--- config.mk ---
export PLATFORM = sky130hd
export DESIGN_NAME = mem_access_stage
export DESIGN_NICKNAME = d
export VERILOG_FILES = /design/src/rtl/mem_stage_pkg.sv /design/src/rtl/mem_lane_align.sv /design/src/rtl/mem_access_stage.sv
export SDC_FILE = /design/constraint.sdc
export NUM_CORES = 1
export LEC_CHECK = 0
export CORE_UTILIZATION = 45
export CTS_CLUSTER_SIZE = 12
export DETAILED_ROUTE_END_ITERATION = 12
export PLACE_DENSITY = 0.9
export SKIP_CTS_REPAIR_TIMING = 1
export SLEW_MARGIN = 20
export SYNTH_ARGS = -nofsm -noshare
export SYNTH_HDL_FRONTEND = slang
export SYNTH_HIERARCHICAL = 1
export SYNTH_SLANG_ARGS = --single-unit
--- constraint.sdc ---
create_clock -name clk -period 3.2 [get_ports clk]
set_input_delay 0.64 -clock clk [delete_from_list [all_inputs] [get_ports clk]]
set_output_delay 0.64 -clock clk [all_outputs]
set_load 0.01 [all_outputs]
--- src/rtl/mem_stage_pkg.sv ---
// Shared encodings for the MEM pipeline stage: access sizes, FSM states,
// the default access wait limit and the misalignment rule.
package mem_stage_pkg;

  localparam logic [1:0] SZ_BYTE = 2'b00;
  localparam logic [1:0] SZ_HALF = 2'b01;
  localparam logic [1:0] SZ_WORD = 2'b10;

  localparam int MAX_WAIT_DEFAULT = 15;

  typedef enum logic {
    IDLE   = 1'b0,
    ACCESS = 1'b1
  } state_t;

  // The reserved size encoding is handled like a word access.
  function automatic logic is_misaligned(input logic [1:0] size, input logic [1:0] offset);
    if (size == SZ_BYTE)
      return 1'b0;
    else if (size == SZ_HALF)
      return offset[0];
    else
      return offset != 2'b00;
  endfunction

endpackage

--- src/rtl/mem_lane_align.sv ---
// Little-endian byte-lane steering: store byte enables and replicated write
// data, plus load byte/half extraction with zero or sign extension.
module mem_lane_align
  import mem_stage_pkg::*;
(
  input  logic [1:0]  offset,
  input  logic [1:0]  size,
  input  logic        sign_ext,
  input  logic [31:0] store_in,
  input  logic [31:0] rdata,
  output logic [3:0]  be,
  output logic [31:0] wdata,
  output logic [31:0] load_data
);

  logic [7:0]  sel_byte;
  logic [15:0] sel_half;

  always_comb begin
    sel_byte  = rdata[{offset, 3'b000} +: 8];
    sel_half  = offset[1] ? rdata[31:16] : rdata[15:0];
    be        = 4'b1111;
    wdata     = store_in;
    load_data = rdata;
    case (size)
      SZ_BYTE: begin
        be        = 4'b0001 << offset;
        wdata     = {4{store_in[7:0]}};
        load_data = {{24{sign_ext & sel_byte[7]}}, sel_byte};
      end
      SZ_HALF: begin
        be        = offset[1] ? 4'b1100 : 4'b0011;
        wdata     = {2{store_in[15:0]}};
        load_data = {{16{sign_ext & sel_half[15]}}, sel_half};
      end
      default: ;
    endcase
  end

endmodule

--- src/rtl/mem_access_stage.sv ---
// Pipeline MEM stage: data memory req/ack access with lane steering, stalls
// upstream while an access is outstanding. Define MEM_STAGE_TIMEOUT_EN to abort
// accesses that see no dmem_ack within MAX_WAIT cycles (pulses bus_err).
module mem_access_stage
  import mem_stage_pkg::*;
#(
  parameter int ADDR_W   = 32,
  parameter int MAX_WAIT = MAX_WAIT_DEFAULT
) (
  input  logic              clk,
  input  logic              reset,
  input  logic              in_valid,
  output logic              in_ready,
  input  logic [31:0]       alu_result,
  input  logic [31:0]       store_data,
  input  logic [4:0]        write_addr_in,
  input  logic              MemRead,
  input  logic              MemWrite,
  input  logic [1:0]        mem_size,
  input  logic              mem_signed,
  input  logic [1:0]        MemToReg_in,
  input  logic              RegWrite_in,
  output logic [4:0]        write_addr_out,
  output logic [31:0]       mem_data_out,
  output logic [1:0]        MemToReg_out,
  output logic              RegWrite_out,
  output logic              misalign_exc,
  output logic              bus_err,
  output logic              dmem_req,
  output logic              dmem_we,
  output logic [ADDR_W-1:0] dmem_addr,
  output logic [3:0]        dmem_be,
  output logic [31:0]       dmem_wdata,
  input  logic              dmem_ack,
  input  logic [31:0]       dmem_rdata
);

  state_t      state;
  logic [1:0]  lat_off;
  logic [1:0]  lat_size;
  logic        lat_signed;
  logic [4:0]  lat_waddr;
  logic [1:0]  lat_m2r;
  logic        lat_rw;
  logic        accept;
  logic        is_mem;
  logic        timeout;
  logic [1:0]  lane_off;
  logic [1:0]  lane_size;
  logic        lane_signed;
  logic [3:0]  lane_be;
  logic [31:0] lane_wdata;
  logic [31:0] lane_load;

  assign in_ready = reset & (state == IDLE);
  assign accept   = in_valid & in_ready;
  assign is_mem   = MemRead | MemWrite;

  // Steering uses the incoming instruction when idle and the latched access otherwise.
  assign lane_off    = (state == IDLE) ? alu_result[1:0] : lat_off;
  assign lane_size   = (state == IDLE) ? mem_size        : lat_size;
  assign lane_signed = (state == IDLE) ? mem_signed      : lat_signed;

  mem_lane_align u_align (
    .offset    (lane_off),
    .size      (lane_size),
    .sign_ext  (lane_signed),
    .store_in  (store_data),
    .rdata     (dmem_rdata),
    .be        (lane_be),
    .wdata     (lane_wdata),
    .load_data (lane_load)
  );

`ifdef MEM_STAGE_TIMEOUT_EN
  localparam int CNT_W = $clog2(MAX_WAIT + 1);
  logic [CNT_W-1:0] wait_cnt;

  always_ff @(posedge clk) begin
    if (!reset || state != ACCESS)
      wait_cnt <= '0;
    else if (!dmem_ack)
      wait_cnt <= wait_cnt + 1'b1;
  end

  // The current cycle is the MAX_WAIT-th one without ack; an ack here still wins.
  assign timeout = (state == ACCESS) && !dmem_ack && (wait_cnt == CNT_W'(MAX_WAIT - 1));
`else
  assign timeout = 1'b0;
`endif

  always_ff @(posedge clk) begin
    if (!reset) begin
      state          <= IDLE;
      dmem_req       <= 1'b0;
      dmem_we        <= 1'b0;
      dmem_addr      <= '0;
      dmem_be        <= '0;
      dmem_wdata     <= '0;
      write_addr_out <= '0;
      mem_data_out   <= '0;
      MemToReg_out   <= '0;
      RegWrite_out   <= 1'b0;
      misalign_exc   <= 1'b0;
      bus_err        <= 1'b0;
      lat_off        <= '0;
      lat_size       <= '0;
      lat_signed     <= 1'b0;
      lat_waddr      <= '0;
      lat_m2r        <= '0;
      lat_rw         <= 1'b0;
    end else begin
      write_addr_out <= '0;
      mem_data_out   <= '0;
      MemToReg_out   <= '0;
      RegWrite_out   <= 1'b0;
      misalign_exc   <= 1'b0;
      bus_err        <= 1'b0;
      case (state)
        IDLE: begin
          if (accept) begin
            if (!is_mem) begin
              write_addr_out <= write_addr_in;
              mem_data_out   <= alu_result;
              MemToReg_out   <= MemToReg_in;
              RegWrite_out   <= RegWrite_in;
            end else if (is_misaligned(mem_size, alu_result[1:0])) begin
              misalign_exc <= 1'b1;
            end else begin
              state      <= ACCESS;
              dmem_req   <= 1'b1;
              dmem_we    <= MemWrite;
              dmem_addr  <= {alu_result[ADDR_W-1:2], 2'b00};
              dmem_be    <= lane_be;
              dmem_wdata <= MemWrite ? lane_wdata : 32'h0;
              lat_off    <= alu_result[1:0];
              lat_size   <= mem_size;
              lat_signed <= mem_signed;
              lat_waddr  <= write_addr_in;
              lat_m2r    <= MemToReg_in;
              lat_rw     <= RegWrite_in;
            end
          end
        end
        ACCESS: begin
          if (dmem_ack || timeout) begin
            state      <= IDLE;
            dmem_req   <= 1'b0;
            dmem_we    <= 1'b0;
            dmem_addr  <= '0;
            dmem_be    <= '0;
            dmem_wdata <= '0;
            if (dmem_ack) begin
              RegWrite_out <= lat_rw;
              if (!dmem_we) begin
                write_addr_out <= lat_waddr;
                MemToReg_out   <= lat_m2r;
                mem_data_out   <= lane_load;
              end
            end else begin
              bus_err <= 1'b1;
            end
          end
        end
      endcase
    end
  end

endmodule

# After elaboration in Yosys (flattened, before gate mapping)
# Cells that the tools add are included.
# word_totals
register_bits	125
input_bits	113
out_inout_bits	113
# classes
n_eq_ne	6
n_shift	2
muxes	63
n_bitwise	10
reduce_logical	6
# ops
operator	n
32-bit 2-to-1 mux	12
32-bit one-hot mux with 2 select lines	5
32-bit by 6-bit variable part select with 8-bit output	1
1-bit 2-to-1 mux	22
4-bit 2-to-1 mux	5
5-bit 2-to-1 mux	4
16-bit 2-to-1 mux	1
4-bit one-hot mux with 2 select lines	2
2-bit 2-to-1 mux	6
5-bit one-hot mux with 2 select lines	1
2-bit inequality test, second input constant	4
1-bit one-hot mux with 2 select lines	4
4-bit AND reduction	2
1-bit NOT	5
1-bit bitwise AND	4
2-bit by 1-bit == test with 1-bit output, second input constant	2
2-bit zero test	2
2-bit one-hot mux with 2 select lines	1
4-bit OR reduction	1
1-bit by 2-bit left shift with 4-bit output, first input constant	1
2-bit nonzero test	1
1-bit bitwise OR	1

# Depth between registers and ports, before layout
# logic_depth
ltp_word	11
mapped_depth	11
ltp_nobuf	7

# By module
# The synthesis kept the hierarchy.
# modules_own_cells
module	n_inst	cells_per_inst	area_per_inst_um2	seq_area_each_um2
mem_access_stage	1	522	4906.0	2462.4
mem_lane_align	1	187	1249.9	0.0

# Least setup slack after synthesis
# Ideal clock, no wire load.
# synth_path
path_type	input to register
start	in mem_size[1]
end	reg dmem_wdata[16]
setup_ns	0.120
arrival_ns	2.041
t_required_ns	3.080
setup_slack_ns	1.040
path_stages	7
n_path_buf	2
cell_sequence	inv_1 -> o21ai_0 -> buf_2 -> buf_2 -> mux2_2 -> nand2_1 -> mux2i_1
# synth_between
word_cells_on_any_way	19
cone_classes	3 x eq/ne; 13 x mux; 3 x reduce/logical
# synth_lines
element	line_no	source
start, declared	mem_access_stage.sv:19	input logic [1:0] mem_size,
2-bit 2-to-1 mux *	mem_access_stage.sv:61	assign lane_size = (state == IDLE) ? mem_size : lat_size;
via lane_size[1]	mem_access_stage.sv:49	logic [1:0] lane_size;
2-bit by 1-bit == test with 1-bit output / 2-bit zero test (equally long branches)	mem_lane_align.sv:25	case (size)
32-bit one-hot mux with 2 select lines *	mem_lane_align.sv:25	
via lane_wdata[16]	mem_access_stage.sv:52	logic [31:0] lane_wdata;
32-bit 2-to-1 mux *	mem_access_stage.sv:135	dmem_wdata <= MemWrite ? lane_wdata : 32'h0;
32-bit 2-to-1 mux *	mem_access_stage.sv:127	end else if (is_misaligned(mem_size, alu_result[1:0])) begin
32-bit 2-to-1 mux *	mem_access_stage.sv:122	if (!is_mem) begin
32-bit 2-to-1 mux *	mem_access_stage.sv:121	if (accept) begin
32-bit one-hot mux with 2 select lines *	mem_access_stage.sv:119	case (state)
end signal, assigned	mem_access_stage.sv:135	
end, declared	mem_access_stage.sv:33	output logic [31:0] dmem_wdata,
# Mark *: on every way through the listed nets, which the timed path passes. The rest lies on a longest branch. The select of a mux whose other input is x is not followed.
# A chain may end at the register's enable or synchronous reset.

# Worst setup path after layout
# layout_path
start	reg state
end	reg mem_data_out[6]
# layout_between
elab_chain_len	6
word_cells_on_any_way	14
cone_classes	1 x eq/ne; 1 x shift; 8 x mux; 3 x bitwise; 1 x reduce/logical
# layout_lines
element	line_no	source
start, declared	mem_access_stage.sv:38	state_t state;
start signal, assigned	mem_access_stage.sv:94	state <= IDLE;
start signal, assigned	mem_access_stage.sv:130	state <= ACCESS;
start signal, assigned	mem_access_stage.sv:147	state <= IDLE;
2-bit 2-to-1 mux *	mem_access_stage.sv:61	
via lane_size[1]	mem_access_stage.sv:49	
2-bit by 1-bit == test with 1-bit output / 2-bit zero test (equally long branches)	mem_lane_align.sv:25	
32-bit one-hot mux with 2 select lines *	mem_lane_align.sv:25	
via lane_load[6]	mem_access_stage.sv:53	logic [31:0] lane_load;
32-bit 2-to-1 mux *	mem_access_stage.sv:155	if (!dmem_we) begin
32-bit 2-to-1 mux *	mem_access_stage.sv:146	if (dmem_ack || timeout) begin
32-bit one-hot mux with 2 select lines *	mem_access_stage.sv:119	
end signal, assigned	mem_access_stage.sv:124	mem_data_out <= alu_result;
end signal, assigned	mem_access_stage.sv:158	mem_data_out <= lane_load;
end, declared	mem_access_stage.sv:24	output logic [31:0] mem_data_out,
# Mark *: on every way through the listed nets, which the timed path passes. The rest lies on a longest branch.

==> metrics.txt <==
status completed; Fmax 394 MHz; period utilization 0.794; slowest CP cell dfxtp_1; Port Buf Inserts 222; drt first pass iters 5; critical path type flop to flop; FP Rows 42; Crit Path Max Fanout 27; Area Growth Syn to Fin 44.6%; Top Family by Delay on Critical Path flip-flops; final setup TNS 0 ns; RSZ-0062 raised after global routing no; Commonest cells post-synth nand2_1, dfxtp_1, mux2i_1; library cells used by synthesis 42; Synth Instances 709; worst skew pair latency 0.41 ns; Iter 0 DRT Violations 423; Mean Syn Cell Area 8.68 sq um; Post-synth ARST share 0; Post-synth EDFFs 0; dpl hpwl 13.7 mm; clk root buf clkbuf_16; total track usage 0.271; pre-CTS WS 0.318 ns; CP Capture Type flop; Final Power 4.01 mW; largest net degree at the start of global routing 91; CTS sink count 123; count of state elements after synthesis 123; MaxCap Viol Count 0; Yosys top cell area share 0.400; most numerous cell in the Yosys netlist nand2_1; die height 119 um; layout cells sized above 1 0.0739; count of final hold-check violations 0; Starting Density 0.463; Cell Chain, Critical Path nand2_1 -> o21ai_4 -> buf_4 -> nand2b_1 -> nor2_1 -> a221o_1 -> a32oi_1 -> nor2b_1; vias in the first global route 5,745; # setup viols final 0; Post-DP Area 0.00836 sq mm; Via Count 5,879; hold wc startpoint dmem_addr[2]; sequential area share after synthesis 0.400; Setup Skew 0.0106 ns; via-per-instance ratio 5.43; Die X 119 um; Routed WL 19.2 mm; nets 1,010; setup ws final 0.661 ns; Num CTS Buffers 17; CTS tree done; clock slew at reported path FFs 0.05 ns; WP data arrival 2.84 ns; total gr overflow 0; max-slew violations 0; worst hold slack 0.455 ns; Max transition margin 0.463; leading area contributor after synthesis dfxtp_1; CTS H-tree depth 4; I/O pin count 226; number of antenna violations at the first check in global routing 0; ys flop type dfxtp_1; Synth area leaders dfxtp_1, mux2i_1, nand2_1; GPL Wtd Cong 0.862; Clock Tree Buf Depth 2; leakage power 3.76 nW; core footprint 0.0133 sq mm; Routed Antenna Nets 0; Synth Warn # 6; global-route wire length before repair 29.8 mm; hold crit path type flop to flop; Power Density 451 mW/mm^2; drc violations 0; Slew @ Worst Pin 0.806 ns; Antenna Cells 0; mapped cell area 0.00616 sq mm; Buf/Inv on CP 1; Critical Path Source Type flop; crit path launch state; Die ar. 0.0142 sq mm; routed len/inst 17.7 um; worst reg2reg path startpoint state; cell area after layout 0.00890 sq mm; critical path's largest stage delay 0.81 ns; maximum VDD drop 273 uV; worst path required time 3.50 ns; Final min period 2.54 ns
[cells in the final DEF (no fill, tap or decap), types with 2 or more instances in the layout]
cell,netlist,final
conb_1,1,3
and3b_1,2,2
nand3_1,3,3
or2_2,3,3
clkdlybuf4s50_1,0,221
clkinvlp_4,0,2
mux2i_1,97,97
nor2_1,11,10
inv_1,14,14
dfxtp_1,123,123
a21boi_1,2,2
nor2b_1,56,56
o21bai_1,3,3
mux2_2,8,8
clkbuf_8,0,3
o21ai_0,13,10
clkinv_2,0,3
a22oi_1,7,7
buf_4,12,17
clkbuf_1,35,2
clkbuf_16,0,17
buf_12,0,2
a21boi_0,3,3
o221ai_1,7,7
o22ai_1,17,17
a221o_1,7,7
nand2b_1,3,3
nand2_1,200,200
nand4b_1,2,2
a32oi_1,37,37
o21ai_2,0,2
[worst reg2reg max path, cell delays in order, from the launching register on]
cell,delay (ns)
dfxtp_1,0.81
nand2_1,0.20
o21ai_4,0.14
buf_4,0.30
nand2b_1,0.17
nor2_1,0.15
a221o_1,0.42
a32oi_1,0.19
nor2b_1,0.06
[path summary, 6_finish.rpt]
check / endpoint / slack (ns) / cells after the start
setup / recovery: mem_data_out[6] / 0.66 / 8
hold / removal: dmem_addr[2] / 0.46 / 2
setup reg to reg: mem_data_out[6] / 0.66 / 8
hold reg to reg: dmem_addr[2] / 0.46 / 2
[flip-flops by register name, indices dropped and copies added, names as in the netlist]
name            flops
mem_data_out       32
MemToReg_out        2
lat_rw              1
dmem_addr          30
write_addr_out      5
lat_signed          1
dmem_req            1
misalign_exc        1
state               1
lat_waddr           5
RegWrite_out        1
dmem_we             1
lat_m2r             2
dmem_be             4
dmem_wdata         32
lat_off             2
lat_size            2
[kinds of logic (layout without fill, tap and decap cells)]
family	Yosys count	count (layout)	share of synthesized area
compound gates	104	104	0.133
buf+inv	89	285	0.0813
flops	123	123	0.400
mux	107	107	0.179
other cells	1	3	0.000609
simple gates	285	285	0.206
[per-layer routing]
metal | GRT usage | up-vias | share of wire
met2 | 0.449 | 299 | 0.47
li1 | - | 2796 | -
met4 | 0.137 | 0 | 0.039
met3 | 0.103 | 51 | 0.092
met1 | 0.302 | 2733 | 0.40
met5 | 0 | - | 0
[where the power goes]
| group | total [mW] | internal (mW) | switching [mW] |
|---|---|---|---|
| logic | 0.652 | 0.329 | 0.324 |
| registers | 1.59 | 1.57 | 0.0208 |
| clock network | 1.77 | 1.11 | 0.657 |
[metrics by stage]
stage,std cells,utilization
finish,1083,0.669
floorplan,711,-
global route,1083,0.669
CTS,1083,0.669
global placement,1054,0.629
detailed placement,1054,0.629
[area by class of cell]
class,count,area [sq um]
Fill cell,1046,4390
Clock buffer,22,474
Tap cell,176,220
Timing Repair Buffer,241,2380
Multi-Input combinational cell,499,3230
Sequential cell,123,2460
Inverter,15,56.3
Clock inverter,7,68.8
(Power assumes the default switching activity.)
